**src/rtl/data_bus_ctrl.sv**
```systemverilog
// Memory-mapped bus controller: decodes a core request against per-region base/limit windows,
// forwards it to one slave, waits for its ack with a timeout and returns ready/err/rdata.
module data_bus_ctrl #(
  parameter int ADDR_WIDTH = 32,
  parameter int DATA_WIDTH = 32,
  parameter int N_REGIONS  = 2,
  parameter logic [N_REGIONS*ADDR_WIDTH-1:0] REGION_BASE  = {32'd128, 32'd0},
  parameter logic [N_REGIONS*ADDR_WIDTH-1:0] REGION_LIMIT = {32'd130, 32'd127},
  parameter int TIMEOUT    = 15
) (
  input  logic                            clk,
  input  logic                            rst,
  input  logic                            i_req,
  input  logic                            i_we,
  input  logic [ADDR_WIDTH-1:0]           i_addr,
  input  logic [DATA_WIDTH-1:0]           i_wdata,
  output logic [DATA_WIDTH-1:0]           o_rdata,
  output logic                            o_ready,
  output logic                            o_err,
  output logic [N_REGIONS-1:0]            o_sel,
  output logic [N_REGIONS-1:0]            o_we,
  output logic [ADDR_WIDTH-1:0]           o_addr,
  output logic [DATA_WIDTH-1:0]           o_wdata,
  input  logic [N_REGIONS*DATA_WIDTH-1:0] i_rdata,
  input  logic [N_REGIONS-1:0]            i_ack
);

  localparam int CNT_W = (TIMEOUT > 1) ? $clog2(TIMEOUT) : 1;

  typedef enum logic [1:0] {
    IDLE     = 2'd0,
    ACCESS   = 2'd1,
    RESP_OK  = 2'd2,
    RESP_ERR = 2'd3
  } state_t;

  state_t                  state_q, state_d;
  logic [CNT_W-1:0]        cnt_q, cnt_d;
  logic                    we_lat_q, we_lat_d;
  logic [N_REGIONS-1:0]    sel_q, sel_d;
  logic [N_REGIONS-1:0]    we_q, we_d;
  logic [ADDR_WIDTH-1:0]   addr_q, addr_d;
  logic [DATA_WIDTH-1:0]   wdata_q, wdata_d;
  logic [DATA_WIDTH-1:0]   rdata_q, rdata_d;
  logic                    ready_q, ready_d;
  logic                    err_q, err_d;

  logic [N_REGIONS-1:0]    dec_sel_s;
  logic [ADDR_WIDTH-1:0]   dec_off_s;
  logic                    ack_s;
  logic [DATA_WIDTH-1:0]   slave_rdata_s;

  // Range check by widened subtraction: a borrow out of either side means the address is outside.
  function automatic logic region_hit(input logic [ADDR_WIDTH-1:0] addr, input int idx);
    logic [ADDR_WIDTH:0] diff_lo;
    logic [ADDR_WIDTH:0] diff_hi;
    diff_lo = {1'b0, addr} - {1'b0, REGION_BASE[idx*ADDR_WIDTH +: ADDR_WIDTH]};
    diff_hi = {1'b0, REGION_LIMIT[idx*ADDR_WIDTH +: ADDR_WIDTH]} - {1'b0, addr};
    return !diff_lo[ADDR_WIDTH] && !diff_hi[ADDR_WIDTH];
  endfunction

  // Scanning from the top down lets the lowest hitting region overwrite any higher one.
  function automatic logic [N_REGIONS-1:0] decode_sel(input logic [ADDR_WIDTH-1:0] addr);
    logic [N_REGIONS-1:0] sel;
    sel = '0;
    for (int i = N_REGIONS - 1; i >= 0; i--) begin
      if (region_hit(addr, i)) begin
        sel    = '0;
        sel[i] = 1'b1;
      end else begin
        sel = sel;
      end
    end
    return sel;
  endfunction

  function automatic logic [ADDR_WIDTH-1:0] region_offset(input logic [ADDR_WIDTH-1:0] addr,
                                                           input logic [N_REGIONS-1:0] sel);
    logic [ADDR_WIDTH-1:0] off;
    off = '0;
    for (int i = 0; i < N_REGIONS; i++) begin
      off = off | ({ADDR_WIDTH{sel[i]}} & (addr - REGION_BASE[i*ADDR_WIDTH +: ADDR_WIDTH]));
    end
    return off;
  endfunction

  function automatic logic [DATA_WIDTH-1:0] slave_mux(input logic [N_REGIONS*DATA_WIDTH-1:0] bus,
                                                       input logic [N_REGIONS-1:0] sel);
    logic [DATA_WIDTH-1:0] d;
    d = '0;
    for (int i = 0; i < N_REGIONS; i++) begin
      d = d | ({DATA_WIDTH{sel[i]}} & bus[i*DATA_WIDTH +: DATA_WIDTH]);
    end
    return d;
  endfunction

  // Address decode and selected-slave response steering.
  always_comb begin
    dec_sel_s     = decode_sel(i_addr);
    dec_off_s     = region_offset(i_addr, dec_sel_s);
    ack_s         = |(i_ack & sel_q);
    slave_rdata_s = slave_mux(i_rdata, sel_q);
  end

  // Next-state and registered-output logic; outputs are set on the edge entering each state.
  always_comb begin
    state_d  = state_q;
    cnt_d    = cnt_q;
    we_lat_d = we_lat_q;
    sel_d    = sel_q;
    we_d     = we_q;
    addr_d   = addr_q;
    wdata_d  = wdata_q;
    rdata_d  = rdata_q;
    ready_d  = 1'b0;
    err_d    = 1'b0;
    case (state_q)
      IDLE: begin
        cnt_d = '0;
        if (i_req) begin
          we_lat_d = i_we;
          if (|dec_sel_s) begin
            state_d = ACCESS;
            sel_d   = dec_sel_s;
            we_d    = i_we ? dec_sel_s : '0;
            addr_d  = dec_off_s;
            wdata_d = i_wdata;
          end else begin
            state_d = RESP_ERR;
            ready_d = 1'b1;
            err_d   = 1'b1;
            rdata_d = '0;
          end
        end else begin
          state_d = IDLE;
        end
      end
      ACCESS: begin
        cnt_d = cnt_q + CNT_W'(1);
        if (ack_s) begin
          state_d = RESP_OK;
          sel_d   = '0;
          we_d    = '0;
          ready_d = 1'b1;
          rdata_d = we_lat_q ? rdata_q : slave_rdata_s;
        end else if (cnt_q == CNT_W'(TIMEOUT - 1)) begin
          state_d = RESP_ERR;
          sel_d   = '0;
          we_d    = '0;
          ready_d = 1'b1;
          err_d   = 1'b1;
          rdata_d = '0;
        end else begin
          state_d = ACCESS;
        end
      end
      RESP_OK:  state_d = IDLE;
      RESP_ERR: state_d = IDLE;
      default: begin
        state_d = IDLE;
        sel_d   = '0;
        we_d    = '0;
      end
    endcase
  end

  // State and output registers.
  always_ff @(posedge clk or posedge rst) begin
    if (rst) begin
      state_q  <= IDLE;
      cnt_q    <= '0;
      we_lat_q <= 1'b0;
      sel_q    <= '0;
      we_q     <= '0;
      addr_q   <= '0;
      wdata_q  <= '0;
      rdata_q  <= '0;
      ready_q  <= 1'b0;
      err_q    <= 1'b0;
    end else begin
      state_q  <= state_d;
      cnt_q    <= cnt_d;
      we_lat_q <= we_lat_d;
      sel_q    <= sel_d;
      we_q     <= we_d;
      addr_q   <= addr_d;
      wdata_q  <= wdata_d;
      rdata_q  <= rdata_d;
      ready_q  <= ready_d;
      err_q    <= err_d;
    end
  end

  assign o_sel   = sel_q;
  assign o_we    = we_q;
  assign o_addr  = addr_q;
  assign o_wdata = wdata_q;
  assign o_rdata = rdata_q;
  assign o_ready = ready_q;
  assign o_err   = err_q;

endmodule
```
**config.mk**
```make
export PLATFORM = sky130hd
export DESIGN_NAME = data_bus_ctrl
export DESIGN_NICKNAME = d
export VERILOG_FILES = /design/src/rtl/data_bus_ctrl.sv
export SDC_FILE = /design/constraint.sdc
export NUM_CORES = 1
export LEC_CHECK = 0
export BUFFER_PORTS_ARGS = -buffer_cell sky130_fd_sc_hd__buf_2
export CAP_MARGIN = 20
export CELL_PAD_IN_SITES_DETAIL_PLACEMENT = 1
export CELL_PAD_IN_SITES_GLOBAL_PLACEMENT = 2
export CORE_UTILIZATION = 30
export DETAILED_ROUTE_END_ITERATION = 8
export GPL_TIMING_DRIVEN = 1
export PLACE_DENSITY = 0.82
export SLEW_MARGIN = 25
export SYNTH_ARGS = -nofsm -noshare
export SYNTH_HDL_FRONTEND = slang
export SYNTH_SLANG_ARGS = --single-unit
```
**constraint.sdc**
```tcl
create_clock -name clk -period 5.09 [get_ports clk]
set_clock_uncertainty 0.1 [all_clocks]
set_input_delay 0.7635 -clock clk [delete_from_list [all_inputs] [get_ports clk]]
set_output_delay 0.7635 -clock clk [all_outputs]
set_load 0.05 [all_outputs]
```
==> results.sh, run 1 <==
export IMPL_status="completed"
export IMPL_hold_viol=0
export IMPL_p_per_area_nw_per_um2=298.7
export IMPL_cts_resized_gates=0
export IMPL_end_kind="flop"
export IMPL_overflow=0
export IMPL_rsz0062_at_grt="no"
export IMPL_cp_slowest_cell="and2_2"
export IMPL_worstHoldPathCells=1
export IMPL_synth_cells=327
export IMPL_ys_flop_type="dfrtp_1"
export IMPL_relSlewSlack=0.3596
export IMPL_synth_warnings=0
export IMPL_fin_tns_setup_ns=0
export IMPL_portBuffers=235
export IMPL_synth_seq_cells=109
export IMPL_fill_cells=1695
export IMPL_initial_core_util=0.3064
export IMPL_nets=689
export IMPL_synth_seq_area_share=0.5855
export IMPL_setup_violations_final=0
export IMPL_grt_pass1_vias=3683
export IMPL_clock_sinks=109
export IMPL_cts_setup_buffers=0
export IMPL_rrSetupSlack_ns=2.45
export IMPL_cp_data_required_time_ns=5.23
export IMPL_htree_levels=3
export IMPL_worstReg2RegEnd="o_wdata[20]"
export IMPL_clkSlewWorstSetupHoldPaths_ns=0.07
export IMPL_dr_first_iter_drc_count=103
export IMPL_track_usage=0.1536
export IMPL_cts_hold_buf=0
export IMPL_grt_start_max_net_pins=69
export IMPL_ctsRootBufferMaster="clkbuf_16"
export IMPL_layout_drive_gt1_share=0.5432
export IMPL_leakage_nw=3.418
export IMPL_wirelength_um=12060
export IMPL_numCtsBuffers=9
export IMPL_max_vdd_ir_drop_uv=163.2
export IMPL_holdWs_ns=0.3757
export IMPL_synth_area_per_cell_um2=14.25
export IMPL_antenna_left=0
export IMPL_die_area_um2=16030
export IMPL_hold_path_class="flop to flop"
export IMPL_worst_path_buf_inv=1
export IMPL_timing_final_crit_period_ns=2.750
export IMPL_drcViolationCount=0
export IMPL_antenna_found_initial=0
export IMPL_core_area_um2=15200
export IMPL_mostFrequentLayoutCell="buf_2"
export IMPL_path_max_fanout=40
export IMPL_layout_common_cells="buf_2, dfrtp_1, a22oi_1"
export IMPL_reg2reg_from="state_q[1]"
export IMPL_dp_hpwl_um=9095
export IMPL_syn_area_um2=4658
export IMPL_crit_family="simple AND/OR/NAND/NOR gates"
export IMPL_die_y_um=126.6
export IMPL_whs_endpoint="o_addr[19]"
export IMPL_arrival_ns=2.88
export IMPL_dieWidth_um=126.6
export IMPL_grt_pass1_wl_um=19180
export IMPL_slowest_delay_ns=0.82
export IMPL_clk_latency_ns=0.34
export IMPL_diodes=0
export IMPL_row_count=45
export IMPL_critPathLaunchType="primary input"
export IMPL_syn_nets=464
export IMPL_slew_violations=0
export IMPL_crit_chain="buf_2 -> nor4_1 -> nand4_1 -> nor3_2 -> and2_2 -> mux2_2"
export IMPL_worstHoldStart="o_addr[19]"
export IMPL_design_area_um2=6193
export IMPL_worst_setup_path_type="primary input to flop"
export IMPL_first_pass_iters=4
export IMPL_postPlaceCellArea_um2=5918
export IMPL_tightest_slew_ns=0.9606
export IMPL_boundaryPins=236
export IMPL_cts_buffer_depth=2
export IMPL_fmax_mhz=363.7
export IMPL_gp_congestion=0.7208
export IMPL_synth_distinct_cells=42
export IMPL_cts_tree="done"
export IMPL_timing_max_cap_violations=0
export IMPL_synthArstFlopShare=1.000
export IMPL_avgRoutedWirePerCell_um=16.21
export IMPL_reg2regPathDepth=5
export IMPL_vias=3565
export IMPL_post_route_period_util=0.5402
export IMPL_synth_edf_count=0
export IMPL_area_delta_synth_final_pct=32.96
export IMPL_avgViaCountPerCell=4.792
## registers in the layout (all words and copies together) (netlist names)
register	cells
o_rdata	32
cnt_q	4
o_ready	1
o_err	1
o_addr	32
o_sel	2
we_lat_q	1
state_q	2
o_wdata	32
o_we	2
## cell type report
type | count | area, um2 | area share
sequential | 109 | 2729 | 0.4406
clock inverter | 5 | 35.03 | 0.005657
clock buffer | 10 | 239.0 | 0.03859
inverter | 5 | 21.27 | 0.003434
tap | 188 | 235.2 | 0.03798
timing repair buffer | 238 | 1199 | 0.1935
multi-input combinational | 189 | 1735 | 0.2802
## power breakdown
part	switching, mW	internal, mW
Clock	0.317	0.345
Combinational	0.172	0.0925
Sequential	0.0328	0.891
Total	0.522	1.33
## routing by layer
layer  track usage  part of all wire
met4       0.05315             0.014
met5             0                 0
met1        0.1953              0.44
met3       0.04471             0.069
met2        0.2499              0.48
## stage by stage
step	cells	worst slack (ns)	util	power [mW]
6_report	744	2.340	0.4074	1.850
5_1_grt	744	2.151	0.4074	1.941
4_1_cts	744	2.167	0.4073	1.886
3_5_place_dp	729	1.943	0.3893	1.210
3_3_place_gp	729	2.052	0.3893	1.202
2_1_floorplan	327	1.353	-	1.154
## cell usage after synthesis, types with 6 or more instances
cell type	count	area share
o2bb2ai_2	21	0.068
dfrtp_1	109	0.59
a22oi_1	33	0.053
nand2_1	8	0.0064
clkbuf_1	9	0.0073
mux2_1	29	0.070
nor4_1	6	0.0081
o2bb2ai_1	11	0.021
a21o_1	14	0.023
and2_1	13	0.017
mux2_2	14	0.034
## worst max path at each step
| stage | start | endpoint | slack, ns | depth (start not counted) |
|---|---|---|---|---|
| 4_1_cts | o_sel[0] | o_rdata[30] | 2.17 | 5 |
| 3_3_place_gp | i_addr[27] | o_wdata[21] | 2.05 | 6 |
| 6_report | i_addr[27] | o_wdata[20] | 2.34 | 6 |
| 5_1_grt | i_addr[13] | o_wdata[0] | 2.15 | 6 |
| 3_5_place_dp | i_addr[27] | o_wdata[20] | 1.94 | 6 |
| 2_1_floorplan | rst | cnt_q[0] | 1.35 | 1 |
## cell families after synthesis
family / Yosys count / synth area share
flip-flops: 109 / 0.5856
AO/OA/AOI/OAI: 94 / 0.1961
AND/OR/NAND/NOR: 48 / 0.06232
multiplexers: 43 / 0.1039
buffers and inverters: 29 / 0.04217
adder cells (fa/ha/maj): 3 / 0.008059
XOR/XNOR: 1 / 0.001881
Note: power is estimated with default switching activity, not from simulation.
==> run 2, diff against run 1 <==
--- a/config.mk
+++ b/config.mk
@@ -9,10 +9,10 @@
 export CAP_MARGIN = 20
 export CELL_PAD_IN_SITES_DETAIL_PLACEMENT = 1
 export CELL_PAD_IN_SITES_GLOBAL_PLACEMENT = 2
-export CORE_UTILIZATION = 30
+export CORE_UTILIZATION = 28
 export DETAILED_ROUTE_END_ITERATION = 8
 export GPL_TIMING_DRIVEN = 1
-export PLACE_DENSITY = 0.82
+export PLACE_DENSITY = 0.77
 export SLEW_MARGIN = 25
 export SYNTH_ARGS = -nofsm -noshare
 export SYNTH_HDL_FRONTEND = slang
==> constraint.sdc (replaced) <==
create_clock -name clk -period 2.85 [get_ports clk]
set_clock_uncertainty 0.1 [all_clocks]
set_input_delay 0.4275 -clock clk [delete_from_list [all_inputs] [get_ports clk]]
set_output_delay 0.4275 -clock clk [all_outputs]
set_load 0.05 [all_outputs]
==> results.sh, run 2 (same netlist as run 1, synthesis figures left out) <==
export IMPL_layout_common_cells="buf_2, dfrtp_1, a22oi_1"
export IMPL_end_kind="flop"
export IMPL_vias=3592
export IMPL_dp_hpwl_um=9888
export IMPL_antenna_left=0
export IMPL_cts_setup_buffers=0
export IMPL_post_route_period_util=0.7825
export IMPL_p_per_area_nw_per_um2=530.4
export IMPL_grt_busiest_layer="met2"
export IMPL_multiInputGateArea_um2=1735
export IMPL_numCtsBuffers=9
export IMPL_core_area_um2=16060
export IMPL_globalRouteMet1Util=0.1741
export IMPL_avgRoutedWirePerCell_um=16.40
export IMPL_dr_first_iter_drc_count=78
export IMPL_die_area_um2=17160
export IMPL_hold_path_class="primary input to asynchronous set/reset pin"
export IMPL_clk_latency_ns=0.35
export IMPL_gp_congestion=0.7359
export IMPL_cts_buffer_depth=2
export IMPL_cts_resized_gates=0
export IMPL_mostFrequentLayoutCell="buf_2"
export IMPL_status="completed"
export IMPL_max_vdd_ir_drop_uv=292.3
export IMPL_relSlewSlack=0.4976
export IMPL_critPathLaunchType="flop"
export IMPL_grt_pass1_vias=3820
export IMPL_timing_final_crit_period_ns=2.230
export IMPL_avgViaCountPerCell=4.605
export IMPL_overflow=0
export IMPL_cts_hold_buf=0
export IMPL_path_max_fanout=21
export IMPL_row_count=46
export IMPL_wirelength_um=12790
export IMPL_clock_sinks=109
export IMPL_antenna_found_initial=3
export IMPL_slew_violations=0
export IMPL_htree_levels=3
export IMPL_rrSetupSlack_ns=0.62
export IMPL_initial_core_util=0.2901
export IMPL_grt_use_met3=0.05171
export IMPL_clkSlewWorstSetupHoldPaths_ns=0.07
export IMPL_grt_pass1_wl_um=20000
export IMPL_fin_tns_setup_ns=0
export IMPL_die_y_um=131.0
export IMPL_timing_max_cap_violations=0
export IMPL_layout_drive_gt1_share=0.5455
export IMPL_dieWidth_um=131.0
export IMPL_grt_start_max_net_pins=42
export IMPL_arrival_ns=2.36
export IMPL_cts_tree="done"
export IMPL_first_pass_iters=4
export IMPL_hold_viol=0
export IMPL_boundaryPins=236
export IMPL_worst_setup_path_type="flop to flop"
export IMPL_drcViolationCount=0
export IMPL_regArea_um2=2728
export IMPL_grt_util_met2=0.2714
export IMPL_rsz0062_at_grt="no"
export IMPL_setup_violations_final=0
export IMPL_fill_cells=1767
export IMPL_tightest_slew_ns=0.7520
export IMPL_nets=694
export IMPL_fmax_mhz=448.4
export IMPL_cp_data_required_time_ns=2.98
export IMPL_track_usage=0.1552
export IMPL_area_delta_synth_final_pct=35.37
export IMPL_portBuffers=235
export IMPL_leakage_nw=3.451
export IMPL_holdWs_ns=0.1012
export IMPL_ctsRootBufferMaster="clkbuf_16"
==> run 2: cell types whose count changed in the layout (fill, tap and decap cells not counted), sizes merged <==
cell      delta
clkinvlp     +1
clkinv       -1
clkbuf       -1
buf          +5
inv          +1
diode        +3
==> run 2: area by class of cell <==
class	instances	share of cell area
clock buffer	9	0.03571
sequential	109	0.4325
tap	216	0.04286
antenna	3	0.001190
inverter	5	0.003571
clock inverter	6	0.008929
timing repair buffer	243	0.2000
multi-input combinational	189	0.2752
==> run 2: metal layers <==
metal	vias up	routed length (um)
met5	-	0
met4	0	255
met3	18	1007
met2	136	6437
li1	1679	-
met1	1759	5088
==> run 2: path summary, 6_finish.rpt <==
check                              endpoint        start  cells past startpoint
worst min register to register   o_addr[15]   o_addr[15]                      1
worst min-delay path               cnt_q[2]          rst                      2
worst max register to register   o_wdata[5]   state_q[1]                      6
worst max-delay path             o_wdata[5]   state_q[1]                      6
max in group asynchronous       o_wdata[19]          rst                      3
min in group clk                o_wdata[15]  i_wdata[15]                      2
==> run 2: where the power goes <==
| group | switching [mW] | internal (mW) |
|---|---|---|
| Clock | 0.604 | 0.609 |
| Combinational | 0.309 | 0.171 |
| Sequential | 0.0620 | 1.59 |
| Total | 0.975 | 2.37 |
==> run 2: critical path, cell delays in order (launching register included) <==
cell	delay [ns]
dfrtp_1	0.51
nor2_2	0.26
nand2_2	0.17
nor3_2	0.23
and2_2	0.18
buf_4	0.28
mux2_1	0.37
==> run 2: metrics by stage <==
step,setup WS [ns],cell area (um2),cells,util,power (mW)
after floorplan,0.6654,4662,327,-,2.062
after global placement,0.3948,6017,762,0.3747,2.150
after detailed placement,0.3558,6017,762,0.3747,2.173
after CTS,0.6094,6299,777,0.3922,3.420
after global routing,0.4609,6306,780,0.3927,3.525
final,0.6198,6306,780,0.3927,3.345
==> run 3, diff against run 2 <==
==> constraint.sdc (replaced) <==
create_clock -name clk -period 2.3 [get_ports clk]
set_clock_uncertainty 0.1 [all_clocks]
set_input_delay 0.345 -clock clk [delete_from_list [all_inputs] [get_ports clk]]
set_output_delay 0.345 -clock clk [all_outputs]
set_load 0.05 [all_outputs]
==> results.sh, run 3 (same netlist as run 1, synthesis figures left out) <==
export IMPL_status="completed"
export IMPL_hold_viol=0
export IMPL_initial_core_util=0.2901
export IMPL_arrival_ns=2.20
export IMPL_power_frac_clock=0.367
export IMPL_portBuffers=235
export IMPL_avgViaCountPerCell=4.609
export IMPL_clkSlewWorstSetupHoldPaths_ns=0.07
export IMPL_setup_violations_final=0
export IMPL_post_route_period_util=0.9055
export IMPL_htree_levels=3
export IMPL_numCtsBuffers=9
export IMPL_gp_congestion=0.7264
export IMPL_mostFrequentLayoutCell="buf_2"
export IMPL_end_kind="flop"
export IMPL_design_area_um2=6421
export IMPL_dp_slack_ns=0.002208
export IMPL_antenna_found_initial=1
export IMPL_die_area_um2=17160
export IMPL_cp_slowest_cell="dfrtp_1"
export IMPL_cts_resized_gates=0
export IMPL_power_internal_mw=3.116
export IMPL_drcViolationCount=0
export IMPL_overflow=0
export IMPL_wirelength_um=12790
export IMPL_dpl_cell_count=769
export IMPL_track_usage=0.1547
export IMPL_p_comb_frac=0.159
export IMPL_antenna_left=0
export IMPL_p_per_area_nw_per_um2=666.0
export IMPL_grt_pass1_vias=3858
export IMPL_dr_first_iter_drc_count=55
export IMPL_hold_path_class="primary input to flop"
export IMPL_cp_data_required_time_ns=2.42
export IMPL_cts_hold_buf=1
export IMPL_area_delta_synth_final_pct=37.85
export IMPL_relSlewSlack=0.7295
export IMPL_grt_pass1_wl_um=20050
export IMPL_cts_tree="done"
export IMPL_grt_start_max_net_pins=56
export IMPL_layout_drive_gt1_share=0.5491
export IMPL_swShare=0.2713
export IMPL_crit_family="compound AO/OA/AOI/OAI gates"
export IMPL_nets=702
export IMPL_tightest_slew_ns=0.4034
export IMPL_worst_setup_path_type="flop to flop"
export IMPL_dieWidth_um=131.0
export IMPL_clk_latency_ns=0.34
export IMPL_die_y_um=131.0
export IMPL_first_pass_iters=4
export IMPL_max_vdd_ir_drop_uv=325.4
export IMPL_cts_buffer_depth=2
export IMPL_worst_slack_ns=0.2173
export IMPL_fin_tns_setup_ns=0
export IMPL_boundaryPins=236
export IMPL_timing_final_crit_period_ns=2.083
export IMPL_slew_violations=0
export IMPL_slowest_delay_ns=0.42
export IMPL_avgRoutedWirePerCell_um=16.25
export IMPL_ctsRootBufferMaster="clkbuf_16"
export IMPL_p_seq_frac=0.474
export IMPL_rsz0062_at_grt="no"
export IMPL_leakage_nw=3.504
export IMPL_row_count=46
export IMPL_timing_max_cap_violations=0
export IMPL_critPathLaunchType="flop"
export IMPL_vias=3627
export IMPL_dp_hpwl_um=10120
export IMPL_fmax_mhz=480.2
export IMPL_clock_sinks=109
export IMPL_worst_path_buf_inv=2
export IMPL_cts_setup_buffers=0
export IMPL_power_mw=4.276
export IMPL_path_max_fanout=24
export IMPL_postPlaceCellArea_um2=6107
export IMPL_crit_chain="inv_1 -> ha_1 -> nand3_1 -> a311oi_2 -> o31ai_1 -> a21o_4 -> buf_12 -> o2bb2ai_1"
export IMPL_p_sw_mw=1.160
export IMPL_layout_common_cells="buf_2, dfrtp_1, a22oi_1"
export IMPL_fin_cells=787
export IMPL_core_area_um2=16060
run 3: cell types whose count changed in the layout (fill, tap and decap cells not counted), sizes merged:
cell / previous run / this run
inv: 8 / 5
buf: 243 / 250
bufinv: 0 / 1
diode: 3 / 1
clkinvlp: 2 / 3
dlygate4sd3: 0 / 1
clkbuf: 9 / 11
run 3: final timing paths:
check / startpoint / to / cells after the start / slack (ns)
min: i_wdata[28] / o_wdata[28] / 2 / 0.11
max: cnt_q[0] / o_rdata[17] / 8 / 0.22
min reg2reg: o_addr[11] / o_addr[11] / 1 / 0.37
max in group asynchronous: rst / o_wdata[21] / 4 / 1.20
max reg2reg: cnt_q[0] / o_rdata[17] / 8 / 0.22
min in group asynchronous: rst / o_ready / 3 / 0.35
run 3: worst reg2reg max path: cells and delay by family (launching register included):
family / cells / cell delay (ns)
AO/OA/AOI/OAI: 4 / 0.93
flip-flops: 1 / 0.42
buffers and inverters: 2 / 0.25
adder cells (fa/ha/maj): 1 / 0.15
AND/OR/NAND/NOR: 1 / 0.12
run 3: stage by stage:
step | hold WS, ns | util
after global placement | 0.1596 | 0.3803
after global routing | 0.1087 | 0.3999
after floorplan | 0.3725 | -
after detailed placement | 0.1596 | 0.3803
after CTS | 0.09621 | 0.3997
final | 0.1108 | 0.3999
run 3: layout make-up:
| class | count | area (um2) |
|---|---|---|
| clock inverters | 5 | 58.81 |
| multi-input cells | 189 | 1735 |
| flip-flops and latches | 109 | 2728 |
| inverters | 5 | 22.52 |
| diodes | 1 | 2.502 |
| clock buffers | 11 | 242.7 |
| repair buffers | 251 | 1361 |
| well taps | 216 | 270.3 |
| fillers | 1812 | 9637 |
run 3: layer usage:
| layer | vias to the layer above | global-route usage | wire length [um] |
|---|---|---|---|
| met1 | 1781 | 0.1856 | 5312 |
| met5 | - | 0 | 0 |
| met2 | 135 | 0.2599 | 6341 |
| met3 | 20 | 0.04072 | 800 |
| met4 | 0 | 0.07032 | 337 |
| li1 | 1691 | - | - |
run 3: power groups by stage:
stage / logic [mW] / clock network [mW] / registers, mW
finish: 0.679 / 1.57 / 2.03
global route: 0.754 / 1.72 / 2.04
CTS: 0.697 / 1.64 / 2.03
floorplan: 0.459 / 0 / 2.10
global placement: 0.670 / 0 / 2.06
detailed placement: 0.695 / 0 / 2.07
